`src/rtl/dmem_access_ctrl_if.sv`:
```
// Bundle of execute-stage request, memory-stage response and data-memory
// handshake signals seen by dmem_access_ctrl.
interface dmem_access_ctrl_if;
  logic        req_valid;
  logic        MemRead;
  logic        MemWrite;
  logic [15:0] addr;
  logic [15:0] writedata;
  logic        halt;
  logic        stall;
  logic        done;
  logic [15:0] readData;
  logic        err;
  logic        mem_enable;
  logic        mem_wr;
  logic [15:0] mem_addr;
  logic [15:0] mem_data_in;
  logic        mem_createdump;
  logic        mem_busy;
  logic        mem_done;
  logic [15:0] mem_data_out;

  // Controller view
  modport slave (
    input  req_valid, MemRead, MemWrite, addr, writedata, halt,
           mem_busy, mem_done, mem_data_out,
    output stall, done, readData, err,
           mem_enable, mem_wr, mem_addr, mem_data_in, mem_createdump
  );

  // Pipeline plus memory view
  modport master (
    output req_valid, MemRead, MemWrite, addr, writedata, halt,
           mem_busy, mem_done, mem_data_out,
    input  stall, done, readData, err,
           mem_enable, mem_wr, mem_addr, mem_data_in, mem_createdump
  );
endinterface

```
`src/rtl/dmem_access_ctrl.sv`:
```
// Multi-cycle data-memory access controller: latches one load/store, issues
// it with a busy/done handshake, stalls the pipeline until completion,
// flags unaligned accesses and sequences the halt-time memory dump.
// Optional feature macro: DMEM_TIMEOUT_EN (abort a WAIT that lasts
// TIMEOUT_CYCLES cycles without mem_done, reporting err).
module dmem_access_ctrl #(
  parameter int unsigned TIMEOUT_CYCLES = 15,
  parameter int unsigned CNT_W          = 4
) (
  input logic              clk,
  input logic              rst,
  dmem_access_ctrl_if.slave bus
);

  typedef enum logic [2:0] {
    IDLE,
    ISSUE,
    WAIT,
    RESP,
    HALTED
  } state_t;

  state_t      state_q, state_d;
  logic        wr_q;
  logic        err_q;
  logic        dumped_q;
  logic [15:0] addr_q;
  logic [15:0] data_q;
  logic [15:0] read_q;

  logic        req_mem;
  logic        accept;
  logic        unaligned;
  logic        timeout_hit;

  if (TIMEOUT_CYCLES == 0 || (TIMEOUT_CYCLES >> CNT_W) != 0) begin : g_bad_cfg
    $error("dmem_access_ctrl: CNT_W too narrow for TIMEOUT_CYCLES");
  end

  assign req_mem   = bus.req_valid & (bus.MemRead | bus.MemWrite);
  assign accept    = (state_q == IDLE) & req_mem & ~bus.addr[0];
  assign unaligned = (state_q == IDLE) & req_mem &  bus.addr[0];

`ifdef DMEM_TIMEOUT_EN
  logic [CNT_W-1:0] cnt_q;

  // Abort on the WAIT cycle whose increment would bring the count to TIMEOUT_CYCLES
  assign timeout_hit = (state_q == WAIT) & ~bus.mem_done &
                       (cnt_q == CNT_W'(TIMEOUT_CYCLES - 1));

  // Wait counter: cleared when the memory accepts, saturating count of idle WAIT cycles
  always_ff @(posedge clk) begin
    if (rst) begin
      cnt_q <= '0;
    end else if (state_q == ISSUE && !bus.mem_busy) begin
      cnt_q <= '0;
    end else if (state_q == WAIT && !bus.mem_done && cnt_q != '1) begin
      cnt_q <= cnt_q + CNT_W'(1);
    end
  end
`else
  assign timeout_hit = 1'b0;
`endif

  // State register
  always_ff @(posedge clk) begin
    if (rst) begin
      state_q <= IDLE;
    end else begin
      state_q <= state_d;
    end
  end

  // Next-state decode and handshake outputs
  always_comb begin
    state_d            = state_q;
    bus.stall          = accept;
    bus.done           = 1'b0;
    bus.err            = 1'b0;
    bus.mem_enable     = 1'b0;
    bus.mem_wr         = 1'b0;
    bus.mem_addr       = addr_q;
    bus.mem_data_in    = data_q;
    bus.mem_createdump = 1'b0;
    bus.readData       = read_q;
    case (state_q)
      IDLE: begin
        if (accept) begin
          state_d = ISSUE;
        end else if (unaligned) begin
          state_d = RESP;
        end else if (bus.halt) begin
          state_d = HALTED;
        end
      end
      ISSUE: begin
        bus.stall      = 1'b1;
        bus.mem_enable = 1'b1;
        bus.mem_wr     = wr_q;
        if (!bus.mem_busy) begin
          state_d = WAIT;
        end
      end
      WAIT: begin
        bus.stall = 1'b1;
        if (bus.mem_done || timeout_hit) begin
          state_d = RESP;
        end
      end
      RESP: begin
        bus.done = 1'b1;
        bus.err  = err_q;
        state_d  = bus.halt ? HALTED : IDLE;
      end
      HALTED: begin
        bus.mem_createdump = ~dumped_q;
      end
      default: begin
        state_d = IDLE;
      end
    endcase
  end

  // Request latch, error flag, load data capture and one-shot dump tracking
  always_ff @(posedge clk) begin
    if (rst) begin
      wr_q     <= 1'b0;
      err_q    <= 1'b0;
      dumped_q <= 1'b0;
      addr_q   <= '0;
      data_q   <= '0;
      read_q   <= '0;
    end else begin
      if (accept) begin
        addr_q <= bus.addr;
        data_q <= bus.writedata;
        wr_q   <= bus.MemWrite;
        err_q  <= 1'b0;
      end
      if (unaligned || timeout_hit) begin
        err_q <= 1'b1;
      end
      if (state_q == WAIT && bus.mem_done && !wr_q) begin
        read_q <= bus.mem_data_out;
      end
      dumped_q <= (state_q == HALTED);
    end
  end

endmodule

```
`src/flat_wrapper.sv`:
```
// flat-port wrapper written by rule: the top's interface ports become plain ports
module dmem_access_ctrl_flat 
#(
  parameter int unsigned TIMEOUT_CYCLES = 15,
  parameter int unsigned CNT_W          = 4
)
  (clk, rst, bus_req_valid, bus_MemRead, bus_MemWrite, bus_addr, bus_writedata, bus_halt, bus_mem_busy, bus_mem_done, bus_mem_data_out, bus_stall, bus_done, bus_readData, bus_err, bus_mem_enable, bus_mem_wr, bus_mem_addr, bus_mem_data_in, bus_mem_createdump);
  dmem_access_ctrl_if bus_i ();
  input logic clk;
  input logic rst;
  input wire logic [$bits(bus_i.req_valid)-1:0] bus_req_valid;
  input wire logic [$bits(bus_i.MemRead)-1:0] bus_MemRead;
  input wire logic [$bits(bus_i.MemWrite)-1:0] bus_MemWrite;
  input wire logic [$bits(bus_i.addr)-1:0] bus_addr;
  input wire logic [$bits(bus_i.writedata)-1:0] bus_writedata;
  input wire logic [$bits(bus_i.halt)-1:0] bus_halt;
  input wire logic [$bits(bus_i.mem_busy)-1:0] bus_mem_busy;
  input wire logic [$bits(bus_i.mem_done)-1:0] bus_mem_done;
  input wire logic [$bits(bus_i.mem_data_out)-1:0] bus_mem_data_out;
  output wire logic [$bits(bus_i.stall)-1:0] bus_stall;
  output wire logic [$bits(bus_i.done)-1:0] bus_done;
  output wire logic [$bits(bus_i.readData)-1:0] bus_readData;
  output wire logic [$bits(bus_i.err)-1:0] bus_err;
  output wire logic [$bits(bus_i.mem_enable)-1:0] bus_mem_enable;
  output wire logic [$bits(bus_i.mem_wr)-1:0] bus_mem_wr;
  output wire logic [$bits(bus_i.mem_addr)-1:0] bus_mem_addr;
  output wire logic [$bits(bus_i.mem_data_in)-1:0] bus_mem_data_in;
  output wire logic [$bits(bus_i.mem_createdump)-1:0] bus_mem_createdump;
  assign bus_i.req_valid = bus_req_valid;
  assign bus_i.MemRead = bus_MemRead;
  assign bus_i.MemWrite = bus_MemWrite;
  assign bus_i.addr = bus_addr;
  assign bus_i.writedata = bus_writedata;
  assign bus_i.halt = bus_halt;
  assign bus_i.mem_busy = bus_mem_busy;
  assign bus_i.mem_done = bus_mem_done;
  assign bus_i.mem_data_out = bus_mem_data_out;
  assign bus_stall = bus_i.stall;
  assign bus_done = bus_i.done;
  assign bus_readData = bus_i.readData;
  assign bus_err = bus_i.err;
  assign bus_mem_enable = bus_i.mem_enable;
  assign bus_mem_wr = bus_i.mem_wr;
  assign bus_mem_addr = bus_i.mem_addr;
  assign bus_mem_data_in = bus_i.mem_data_in;
  assign bus_mem_createdump = bus_i.mem_createdump;
  dmem_access_ctrl #(.TIMEOUT_CYCLES(TIMEOUT_CYCLES), .CNT_W(CNT_W)) u_core (.clk(clk), .rst(rst), .bus(bus_i));
endmodule
```
`config.mk`:
```
export PLATFORM = sky130hd
export DESIGN_NAME = dmem_access_ctrl_flat
export DESIGN_NICKNAME = d
export VERILOG_FILES = /design/src/rtl/dmem_access_ctrl_if.sv /design/src/rtl/dmem_access_ctrl.sv /design/src/flat_wrapper.sv
export SDC_FILE = /design/constraint.sdc
export NUM_CORES = 1
export LEC_CHECK = 0
export ABC_AREA = 1
export BUFFER_PORTS_ARGS = -buffer_cell sky130_fd_sc_hd__clkbuf_2
export CORE_ASPECT_RATIO = 1.75
export CORE_UTILIZATION = 40
export DETAILED_ROUTE_END_ITERATION = 6
export HOLD_SLACK_MARGIN = 0.1
export PLACE_DENSITY = 0.79
export SLEW_MARGIN = 25
export SYNTH_ARGS = -nofsm -noshare
export SYNTH_HDL_FRONTEND = slang
export SYNTH_SLANG_ARGS = --single-unit
```
`constraint.sdc`:
```
create_clock -name clk -period 1.15 [get_ports clk]
set_input_delay 0.1725 -clock clk [delete_from_list [all_inputs] [get_ports clk]]
set_output_delay 0.1725 -clock clk [all_outputs]
set_load 0.02 [all_outputs]
```
== After elaboration in Yosys (flattened, before gate mapping) ==
Cells that the tools add are included.

* Bits of input ports: 56
* Word-level logic and storage cells: 44
* Register bits: 54
* Output and inout port bits: 54

* Reductions and logical operators: 7
* Bitwise gates (word level): 8
* Eq/ne operators: 7
* Multiplexer cells: 15

{| class="wikitable"
|+ Operators by type and width
! cell !! number
|-
| $mux 3 || 6
|-
| $pmux 3 s5 || 1
|-
| $mux 1 || 8
|-
| $eq 3x2->1 const B || 2
|-
| $and 1x1->1 || 4
|-
| $ne 2x2->1 const B || 2
|-
| $ne 4x2->1 const B || 1
|-
| $reduce_and 4->1 || 1
|-
| $eq 3x1->1 const B || 1
|-
| $eq 3x3->1 const B || 1
|-
| $logic_not 3->1 || 1
|-
| $not 1->1 || 3
|-
| $logic_and 1x1->1 || 2
|-
| $reduce_bool 2->1 || 1
|-
| $reduce_or 2->1 || 1
|-
| $logic_not 1->1 || 1
|-
| $or 1x1->1 || 1
|}

== Longest topological paths before layout ==
Gate-level depths: netlist of the first run.

* Depth in word-level cells: 7
* Gate-level depth with buffers: 9
* Depth with buffers taken out: 9

== Least setup slack after synthesis of the first run ==
Ideal clock, no wire load.

* Kind: register to output
* Start: reg u_core.state_q[1]
* End: out bus_stall
* Arrival time: 1086 ps
* Data required time: 978 ps
* Stages on the path, launching flop included: 7
* Path slack: -109 ps
* Path buffers: 1
* Cell sequence: dfxtp_1 > inv_2 > nand3_4 > nor2_8 > nand2_8 > buf_4 > nand2_1

* Word-level cells in the longest chain between the ends: 4
* Elaborated cells between the ends (all ways): 7
* Those cells by class: 2 x eq/ne; 1 x mux; 2 x bitwise; 2 x reduce/logical

{| class="wikitable"
|+ RTL lines
! what !! RTL line !! text
|-
| start, declared || dmem_access_ctrl.sv:23 || <nowiki>state_t state_q, state_d;</nowiki>
|-
| start signal, assigned || dmem_access_ctrl.sv:70 || <nowiki>state_q <= state_d;</nowiki>
|-
| $logic_not 3->1 || dmem_access_ctrl.sv:41 || <nowiki>assign accept = (state_q == IDLE) & req_mem & ~bus.addr[0];</nowiki>
|-
| $and 1x1->1 (2 in series) || dmem_access_ctrl.sv:41 ||
|-
| $mux 1 * || dmem_access_ctrl.sv:86 || <nowiki>case (state_q)</nowiki>
|-
| end, declared || flat_wrapper.sv:20 || <nowiki>output wire logic [$bits(bus_i.stall)-1:0] bus_stall;</nowiki>
|}

Mark *: on every way between the ends. The rest lies on a longest branch, timed or not.

== Worst setup path in the final report of the first run ==
Same ends and word-level chain as after synthesis.

==> summary.md, run 1 <==
| Metric | Value |
|---|---|
| Largest net degree at the start of global routing | `23` |
| Post-synth EDFFs | `0` |
| Final hold violation count | `0` |
| Max rail drop VDD | `1.29 mV` |
| Setup TNS | `-11.58 ns` |
| Multiplexer share of the synthesized area | `0%` |
| Maximum clock frequency | `0.695 GHz` |
| Failing checks | `design-rule violations, negative setup slack` |
| Via count | `2553` |
| Pwr Density | `1740 nW/um2` |
| Post-synthesis adder-cell area fraction | `0%` |
| PortBufs | `109` |
| YS warnings | `0` |
| Die Y | `99.0 um` |
| DRC violations left | `7` |
| Synth Area in XOR/XNOR | `0%` |
| CTS clk-pin slew, worst paths | `0.10 ns` |
| Clk network pwr share | `17.3%` |
| Count leader, synth | `nand2_1` |
| Yosys reg bits | `54` |
| LEAKAGE | `1.85 nW` |
| Iter 0 DRT Violations | `89` |
| Final setup fails | `59` |
| Class of the most critical setup path | `reg -> out` |
| Die X | `57.4 um` |
| Int Power | `4.17 mW` |
| Core Region | `5210 um2` |
| Fin. max-slew vios | `0` |
| Final nets | `497` |
| GRT overflow | `0` |
| Status | `complete, but fails checks` |
| Area of the die | `5690 um2` |
| WL/cell | `16.2 um` |
| Hold Crit Class | `in -> reg` |
| Startpoint types | `flip-flop` |
| Sequential share of power | `34.5%` |
| Post-Syn Area | `2150 um2` |
| Post-Syn Instances | `266` |
| Clock H-tree levels | `2` |
| Row cnt | `35` |
| Largest cells by area after synthesis | `dfxtp_1 50%, nand2_1 11%, nor2_1 7.0%` |
| Util after Layout | `75.8%` |
| Mapped Avg Cell Area | `8.09 um2` |
| Ys flop type | `dfxtp_1` |
| Clock skew | `0.0103 ns` |
| Max FO, Critical Path | `6` |
| Vias in the first global route | `2483` |
| Final period util | `125%` |
| Netlist cell types | `28` |
| Area growth syn-to-layout | `83.7%` |
| CTS sink count | `54` |
| Seq/Total Area, Yosys | `50.3%` |
| Max transition margin | `39.7%` |
| Clock Latency Late Sink | `0.31 ns` |
| Initial antenna violation count | `0` |
| Number of CTS-inserted buffers | `5` |
| Final min period | `1.44 ns` |
| Clk root buf | `clkbuf_8` |
| Via density per instance | `5.14` |
| Deepest clock path buffer count | `2` |
| Worst Path Required | `0.98 ns` |
| ANT cells | `0` |
| Switching power | `2.69 mW` |
| Top cells by count, synth | `63 x nand2_1, 54 x dfxtp_1, 40 x nor2_1, 23 x a21oi_1, 19 x o21ai_0` |
| Simple-Gate Fraction of Synth Area | `27.3%` |
| GRT Overall Usage | `24.3%` |
| DRT antenna net count | `0` |
| Cell taking the most area after synthesis | `dfxtp_1` |
| Synth Area in Compound Gates | `14.5%` |
| CP cell instances | `inv_4, nand3_4, nor2_8, nand2_8, nand2_2, buf_8` |
| Critical path endpoint category | `output port` |
| CTS tree | `built` |
| First-pass GRT wire length | `10700 um` |
| Max cap viols | `0` |
| Unrepaired setup endpoints after global routing | `yes` |
| # IOs | `110` |
| Final wirelength | `8070 um` |
| Max stage delay on crit path | `0.35 ns` |
| Placer Congestion | `0.770` |
| Async SR Flop Fraction | `0%` |
| Arrival time at the worst endpoint | `1.27 ns` |
| Drt first pass iters | `6` |
| Combinational fraction of design power | `48.2%` |
| Largest family of logic cells by synthesized area | `simple AND/OR/NAND/NOR gates` |
| Starting Density | `41.3%` |
| Fill cell count | `303` |
| Fin worst setup slack | `-0.290 ns` |
| Worst path slowest cell | `dfxtp_2` |
| Hpwl dp | `3900 um` |
| Sw Ratio | `39.2%` |
| Share of cells above drive strength 1 | `56.1%` |
| Min Hold Slack | `0.116 ns` |
| Yosys top cell area share | `50.3%` |
| Measured slew at the worst slew-check pin | `0.904 ns` |
| Mapped Nets | `322` |
[critical path: cells and delay by family, from the launching register on]
kind / cells / cell delay (ns)
simple gates: 4 / 0.39
flops: 1 / 0.35
buf+inv: 2 / 0.21
[state kept, by name, summed over array words and instances (netlist names)]
name and cells:
u_core.dumped_q 1, u_core.bus.readData 16, u_core.err_q 1, u_core.bus.mem_data_in 16, u_core.bus.mem_addr 16, u_core.state_q 3
u_core.wr_q 1
[metal layers]
layer / vias up / global-route usage, % / part of all wire (%)
met5: - / 0 / 0
met4: 0 / 15.2 / 4.6
met2: 124 / 45.1 / 56
met1: 1195 / 23.4 / 34
met3: 33 / 4.86 / 5.2
li1: 1201 / - / -
[logic make-up (layout without fill, tap and decap cells)]
family / after synthesis / count (layout)
buf+inv: 30 / 206
simple gates: 128 / 128
compound gates: 54 / 54
flops: 54 / 54
[area by class of cell]
class | count | area (um2) | share of cell area (%)
clock buffer | 7 | 96.3 | 2.44
clock inverter | 1 | 8.76 | 0.222
inverter | 16 | 87.6 | 2.22
multi-input combinational | 182 | 1240 | 31.4
sequential | 54 | 1090 | 27.5
tap | 55 | 68.8 | 1.74
timing repair buffer | 182 | 1360 | 34.4
[layout by cell type (no fill, tap or decap), types with 4 or more instances in the layout]
master	netlist	final
nor2_2	2	6
dfxtp_1	54	51
nand2_4	0	17
clkbuf_2	1	104
nand2_1	63	42
buf_4	3	15
nand2_2	10	14
o21ai_2	1	14
a21oi_1	23	4
a21oi_2	9	27
buf_8	0	4
nor2_4	1	5
o21ai_1	0	5
nor2_1	40	32
inv_1	11	9
clkbuf_8	0	7
buf_6	5	5
dlygate4sd3_1	0	46
[final timing paths]
check | startpoint | end | slack [ns] | cells past startpoint
worst max-delay path | u_core.state_q[1] | bus_stall | -0.29 | 6
worst max register to register | u_core.state_q[1] | u_core.bus.mem_addr[6] | -0.28 | 9
worst min-delay path | bus_addr[2] | u_core.bus.mem_addr[2] | 0.12 | 3
worst min register to register | u_core.bus.mem_addr[0] | u_core.bus.mem_addr[0] | 0.44 | 2
[through the flow]
step | worst slack, ns | instances | area [um2] | power [mW]
global route | -0.355 | 497 | 3950 | 7.17
global placement | -0.0856 | 430 | 2810 | 4.45
detailed placement | -0.117 | 430 | 2810 | 4.50
finish | -0.290 | 497 | 3950 | 6.86
CTS | -0.293 | 492 | 3520 | 6.13
floorplan | -0.0927 | 266 | 2160 | 3.78
[repair_timing]
item | 4_1_cts | 5_1_grt
hold buffers | 46 | 0
pin swaps | 9 | 34
endpoints found under the setup margin | 59 | 59
resized for setup | 43 | 98
endpoints found under the hold margin | 46 | 0
buffers inserted | 7 | 4
gates cloned | 1 | 4
[power by group through the flow]
stage	sequential, mW	combinational [mW]	clock (mW)
4_1_cts	2.33	2.60	1.20
6_report	2.37	3.31	1.19
3_3_place_gp	2.33	2.11	0
5_1_grt	2.38	3.52	1.27
3_5_place_dp	2.34	2.16	0
2_1_floorplan	2.56	1.23	0
(Power assumes the default switching activity.)
==> inputs of run 2 (changes only) <==
ABC_AREA = not set   (was 1)
CORE_UTILIZATION = 43   (was 40)
PLACE_DENSITY = 0.8   (was 0.79)
==> summary.md, run 2 <==
| Metric | Value |
|---|---|
| Final setup fails | `58 (-1.7%)` |
| CTS sink count | `54 (unchanged)` |
| Max cap viols | `0 (unchanged)` |
| Hpwl dp | `4050 um (+3.7%)` |
| ANT cells | `0 (unchanged)` |
| Final min period | `1.45 ns (+0.0118 ns)` |
| Yosys top cell area share | `42.1% (-8.1 points)` |
| Area growth syn-to-layout | `55.7%` |
| # IOs | `110 (unchanged)` |
| Final wirelength | `6590 um (-18%)` |
| WP buf/inv | `2 (unchanged)` |
| Top cells by count, synth | `96 x nand2b_1, 54 x dfxtp_1, 48 x mux2i_1, 11 x clkbuf_1, 5 x nand2_1` |
| CTS clk-pin slew, worst paths | `0.09 ns (about the same)` |
| Arrival time at the worst endpoint | `1.28 ns (about the same)` |
| CP cell instances | `buf_6, nor3b_4, and2_4, buf_8` |
| Most common cell after layout, fill and taps aside | `clkbuf_2` |
| Count leader, synth | `nand2b_1` |
| Final period util | `126% (+1.0 points)` |
| YS warnings | `0 (unchanged)` |
| GRT Overall Usage | `21.9% (-2.4 points)` |
| DRC violations left | `0 (-7)` |
| DRT antenna net count | `0 (unchanged)` |
| Deepest clock path buffer count | `2 (unchanged)` |
| Finished Layout Cells | `492 (-1.0%)` |
| Placer Congestion | `0.788 (+2.3%)` |
| Largest net degree at the start of global routing | `69 (+200%)` |
| Die Y | `104 um (+5.2%)` |
| Number of CTS-inserted buffers | `5 (unchanged)` |
| Vias in the first global route | `2379 (-4.2%)` |
| Critical path endpoint category | `output port` |
| Max FO, Critical Path | `5 (-1)` |
| Critical Path End | `bus_mem_wr` |
| Via count | `2319 (-9.2%)` |
| Placement Cell Area | `3220 um2 (+15%)` |
| R2R Setup Slk | `-0.18 ns (+0.10 ns)` |
| Critical path depth | `4 (-2)` |
| Ys flop type | `dfxtp_1` |
| Clock H-tree levels | `2 (unchanged)` |
| Mapped Nets | `307 (-4.7%)` |
| Class of the most critical setup path | `reg -> out` |
| Max transition margin | `85.0% (+45 points)` |
| Startpoint types | `flip-flop` |
| Largest cells by area after synthesis | `dfxtp_1 42%, nand2b_1 23%, mux2i_1 19%` |
| Clock Latency Late Sink | `0.31 ns (about the same)` |
| Mapped Avg Cell Area | `10.2 um2 (+26%)` |
| WL/cell | `13.4 um (-18%)` |
| Initial antenna violation count | `0 (unchanged)` |
| Measured slew at the worst slew-check pin | `0.223 ns (-0.681 ns)` |
| Worst path slowest cell | `dfxtp_4` |
| Unrepaired setup endpoints after global routing | `yes` |
| Fill cell count | `460 (+52%)` |
| Post-synth EDFFs | `0 (unchanged)` |
| Drt first pass iters | `4 (-2)` |
| Final nets | `471 (-5.2%)` |
| Area of the die | `6290 um2 (+11%)` |
| LEAKAGE | `1.72 nW (-6.8%)` |
| Yosys reg bits | `54 (unchanged)` |
| Pwr Density | `1150 nW/um2 (-34%)` |
| Max rail drop VDD | `0.693 mV (-46%)` |
| Overall Power | `4.58 mW (-33%)` |
| Core Region | `5680 um2 (+8.9%)` |
| Setup crit start | `u_core.state_q[1]` |
| Util after Layout | `70.4% (-5.4 points)` |
| Clk root buf | `clkbuf_8` |
| Worst Reg-to-Reg Cells | `5 (-4)` |
| Netlist cell types | `27 (-3.6%)` |
| Seq/Total Area, Yosys | `42.1% (-8.1 points)` |
| FF-to-FF End | `u_core.bus.mem_addr[7]` |
| GRT overflow | `0 (unchanged)` |
| Post-Syn Area | `2570 um2 (+19%)` |
| PortBufs | `109 (unchanged)` |
| Hold Crit Class | `in -> reg` |
| Cell taking the most area after synthesis | `dfxtp_1` |
| Highest-count cells in the layout ignoring fill and taps | `103 x clkbuf_2, 96 x nand2b_1, 51 x dfxtp_1, 48 x mux2i_1, 40 x dlygate4sd3_1` |
| Max stage delay on crit path | `0.39 ns (+0.04 ns)` |
| Fin. max-slew vios | `0 (unchanged)` |
| Status | `complete, but fails checks` |
| Share of cells above drive strength 1 | `39.7% (-16 points)` |
| Maximum clock frequency | `0.689 GHz (-0.82%)` |
| Async SR Flop Fraction | `0% (unchanged)` |
| Final hold violation count | `0 (unchanged)` |
| CTS tree | `built` |
| Fin worst setup slack | `-0.301 ns (-0.0118 ns)` |
| Final instance area | `4000 um2 (+1.2%)` |
| Die X | `60.4 um (+5.2%)` |
| Failing checks | `negative setup slack` |
| Row cnt | `36 (+2.9%)` |
| Post-Syn Instances | `251 (-5.6%)` |
| Placed Cells | `433 (+0.70%)` |
| Via density per instance | `4.71 (-8.2%)` |
| First-pass GRT wire length | `10300 um (-3.2%)` |
| Iter 0 DRT Violations | `81 (-9.0%)` |
| Cell family with most CP delay | `flip-flops` |
| Worst Path Required | `0.98 ns (about the same)` |
| Reg2reg start | `u_core.state_q[1]` |
| Clock skew | `0.00522 ns (-0.00505 ns)` |
| Starting Density | `45.2% (+3.9 points)` |
run 2: where the power goes:
group          leakage [nW]  switching (mW)  internal, mW
clock network        0.0524           0.612         0.652
registers             0.440           0.100          1.99
logic                  1.23           0.549         0.684
total                  1.72            1.26          3.32
run 2: layer usage:
| layer | GRT usage, % | vias up | part of all wire, % |
|---|---|---|---|
| li1 | - | 1143 | - |
| met1 | 20.8 | 1062 | 36 |
| met2 | 39.2 | 85 | 55 |
| met3 | 4.60 | 29 | 4.3 |
| met4 | 14.1 | 0 | 4.8 |
| met5 | 0 | - | 0 |
run 2: how the worst min path moves through the flow:
stage          depth (start not counted)                         to           startpoint  slack, ns
3_5_place_dp                           3     u_core.bus.readData[4]  bus_mem_data_out[4]       0.42
5_1_grt                                3     u_core.bus.readData[1]  bus_mem_data_out[1]       0.10
3_3_place_gp                           3  u_core.bus.mem_data_in[5]     bus_writedata[5]       0.41
2_1_floorplan                          2          u_core.state_q[1]          bus_addr[0]       0.31
4_1_cts                                3  u_core.bus.mem_data_in[2]     bus_writedata[2]       0.10
6_report                               3     u_core.bus.readData[1]  bus_mem_data_out[1]       0.11
run 2: worst min-delay path, stage by stage:
cell	delay [ns]
clkbuf_2	0.08
nand2b_1	0.06
mux2i_1	0.06
run 2: metrics by stage:
| stage | setup slack (ns) | hold slack (ns) | TNS [ns] |
|---|---|---|---|
| floorplan | -0.143 | 0.308 | -4.90 |
| global placement | -0.194 | 0.415 | -6.97 |
| detailed placement | -0.302 | 0.421 | -9.80 |
| CTS | -0.362 | 0.104 | -8.13 |
| global route | -0.354 | 0.100 | -11.04 |
| finish | -0.301 | 0.106 | -7.00 |
run 2: cells by family after synthesis:
logic type             synth area share (%)
DFF                                    42.1
and+or+nand+nor                        29.8
AOI/OAI and AO/OA                      3.32
buffers and inverters                  6.05
muxes                                  18.7
run 2: repair_timing:
action	4_1_cts	5_1_grt
hold buffers	40	0
pin swaps	10	6
hold endpoints to repair	40	0
setup endpoints to repair	58	59
setup buffers	8	1
cloned	2	0
resized for setup	39	12
run 2: final cells by class:
cell class	instances	area [um2]	area share [%]
well taps	76	95.1	2.38
flip-flops and latches	54	1090	27.3
clock buffers	7	76.3	1.91
clock inverters	1	30.0	0.751
multi-input cells	177	1400	35.1
repair buffers	177	1300	32.6
==> inputs of run 3 (changes only) <==
CORE_MARGIN = 5   (was not set)
==> summary.md, run 3 (synthesis results as in run 2) <==
| Metric | Value |
|---|---|
| Final hold violation count | `0 (unchanged)` |
| Vias in the first global route | `2313 (-2.8%)` |
| WL met1 | `2630 um (+10%)` |
| Core Region | `5830 um2 (+2.8%)` |
| Starting Density | `44.0% (-1.2 points)` |
| Via count | `2284 (-1.5%)` |
| GRT overflow | `0 (unchanged)` |
| Hpwl dp | `4450 um (+9.9%)` |
| Reg2reg start | `u_core.state_q[0]` |
| Final setup fails | `58 (unchanged)` |
| Via density per instance | `4.66 (-1.1%)` |
| Highest-count cells in the layout ignoring fill and taps | `103 x clkbuf_2, 96 x nand2b_1, 51 x dfxtp_1, 45 x mux2i_1, 30 x dlygate4sd3_1` |
| Share of cells above drive strength 1 | `41.7% (+2.1 points)` |
| Min Hold Slack | `0.110 ns (+0.00373 ns)` |
| Fill cell count | `439 (-4.6%)` |
| Clock skew | `0.00867 ns (+0.00345 ns)` |
| Setup TNS | `-10.16 ns (-3.15 ns)` |
| Area of the die | `7670 um2 (+22%)` |
| GRT Overall Usage | `18.3% (-3.6 points)` |
| Critical Path End | `bus_err` |
| Status | `complete, but fails checks` |
| Post-place setup slack | `-0.254 ns (+0.0482 ns)` |
| Clk root buf | `clkbuf_8` |
| Overall Power | `4.93 mW (+7.6%)` |
| Placer Congestion | `0.774 (-1.8%)` |
| Uppermost layer routed | `met4` |
| Clock H-tree levels | `2 (unchanged)` |
| DRT antenna net count | `0 (unchanged)` |
| WL/cell | `14.5 um (+8.1%)` |
| Final period util | `128% (+1.8 points)` |
| Final min period | `1.47 ns (+0.0208 ns)` |
| Max FO, Critical Path | `6 (+1)` |
| First-pass GRT wire length | `10800 um (+4.5%)` |
| Failing checks | `negative setup slack` |
| Final nets | `467 (-0.85%)` |
| Number of CTS-inserted buffers | `5 (unchanged)` |
| PortBufs | `109 (unchanged)` |
| Max cap viols | `0 (unchanged)` |
| Worst path slowest cell | `dfxtp_4` |
| Measured slew at the worst slew-check pin | `0.253 ns (+0.0304 ns)` |
| Most common cell after layout, fill and taps aside | `clkbuf_2` |
| Critical path endpoint category | `output port` |
| Util after Layout | `69.3% (-1.2 points)` |
| CTS tree | `built` |
| CTS sink count | `54 (unchanged)` |
| Iter 0 DRT Violations | `95 (+17%)` |
| Largest net degree at the start of global routing | `61 (-12%)` |
| Met2 wire length | `4020 um (+12%)` |
| Row cnt | `37 (+2.8%)` |
| CP cell instances | `and3b_2, and2_2, buf_2` |
| Startpoint types | `flip-flop` |
| Initial antenna violation count | `0 (unchanged)` |
| Fin worst setup slack | `-0.322 ns (-0.0208 ns)` |
| Unrepaired setup endpoints after global routing | `yes` |
| Fin. max-slew vios | `0 (unchanged)` |
| Final wirelength | `7090 um (+7.6%)` |
| Met3 WL | `308 um (+8.8%)` |
| ANT cells | `0 (unchanged)` |
| Class of the most critical setup path | `reg -> out` |
| CTS clk-pin slew, worst paths | `0.09 ns (about the same)` |
| Max stage delay on crit path | `0.39 ns (about the same)` |
| Area growth syn-to-layout | `57.4%` |
| Hold Crit Class | `in -> reg` |
| Maximum clock frequency | `0.679 GHz (-1.4%)` |
| R2R Setup Slk | `-0.29 ns (-0.11 ns)` |
| Setup crit start | `u_core.state_q[1]` |
| Critical path depth | `3 (-1)` |
| LEAKAGE | `1.76 nW (+2.0%)` |
| Arrival time at the worst endpoint | `1.30 ns (+0.02 ns)` |
| Drt first pass iters | `4 (unchanged)` |
| Cell family with most CP delay | `simple AND/OR/NAND/NOR gates` |
| Max rail drop VDD | `0.765 mV (+10%)` |
| Clock Latency Late Sink | `0.31 ns (about the same)` |
| Max transition margin | `83.0% (-2.0 points)` |
| DRC violations left | `0 (unchanged)` |
| Pwr Density | `1220 nW/um2 (+6.4%)` |
| Die Y | `112 um (+7.7%)` |
| Deepest clock path buffer count | `2 (unchanged)` |
| # IOs | `110 (unchanged)` |
| WP buf/inv | `1 (-1)` |
| Worst Path Required | `0.98 ns (about the same)` |
| Die X | `68.4 um (+13%)` |
| Worst Reg-to-Reg Cells | `6 (+1)` |
| FF-to-FF End | `u_core.bus.mem_data_in[15]` |
==> run 3: worst reg2reg max path: stages, from the launching register on <==
cell	delay, ns
dfxtp_4	0.39
nor2_8	0.13
nor4b_4	0.21
buf_6	0.19
buf_6	0.12
buf_6	0.12
mux2i_2	0.21
==> run 3: repair_timing <==
item                                    in CTS  in global routing
pin swaps                                   12                  6
hold buffers                                29                  1
gates cloned                                 4                  1
resized for setup                           35                 20
hold endpoints to repair                    29                  1
endpoints found under the setup margin      57                 58
buffers inserted                            10                  2
==> run 3: worst min-delay path by stage <==
stage,startpoint,end,depth (start not counted)
after CTS,bus_mem_data_out[5],u_core.bus.readData[5],3
final,bus_writedata[3],u_core.bus.mem_data_in[3],3
after detailed placement,bus_addr[12],u_core.bus.mem_addr[12],3
after global placement,bus_addr[9],u_core.bus.mem_addr[9],3
after floorplan,bus_addr[0],u_core.state_q[1],2
after global routing,bus_addr[11],u_core.bus.mem_addr[11],3
==> run 3: power breakdown <==
part / total [mW] / internal, mW / switching, mW
logic: 1.31 / 0.729 / 0.584
clock network: 1.53 / 0.928 / 0.607
registers: 2.08 / 1.99 / 0.0963
==> run 3: cell type report <==
| cell class | count | area, um2 | share of cell area, % |
|---|---|---|---|
| clock buffer | 6 | 82.6 | 2.04 |
| clock inverter | 2 | 60.1 | 1.49 |
| multi-input combinational | 177 | 1400 | 34.6 |
| sequential | 54 | 1090 | 27.0 |
| tap | 78 | 97.6 | 2.42 |
| timing repair buffer | 173 | 1310 | 32.4 |
==> run 3: metal layers <==
layer	GRT usage, %	vias to the layer above
li1	-	1138
met1	19.3	1067
met2	33.7	70
met3	2.90	9
met4	7.97	0
met5	0	-
==> run 3: stage by stage <==
stage | cells | area [um2]
after floorplan | 251 | 2600
after CTS | 488 | 3980
after detailed placement | 437 | 3270
after global placement | 437 | 3270
after global routing | 490 | 4040
final | 490 | 4040
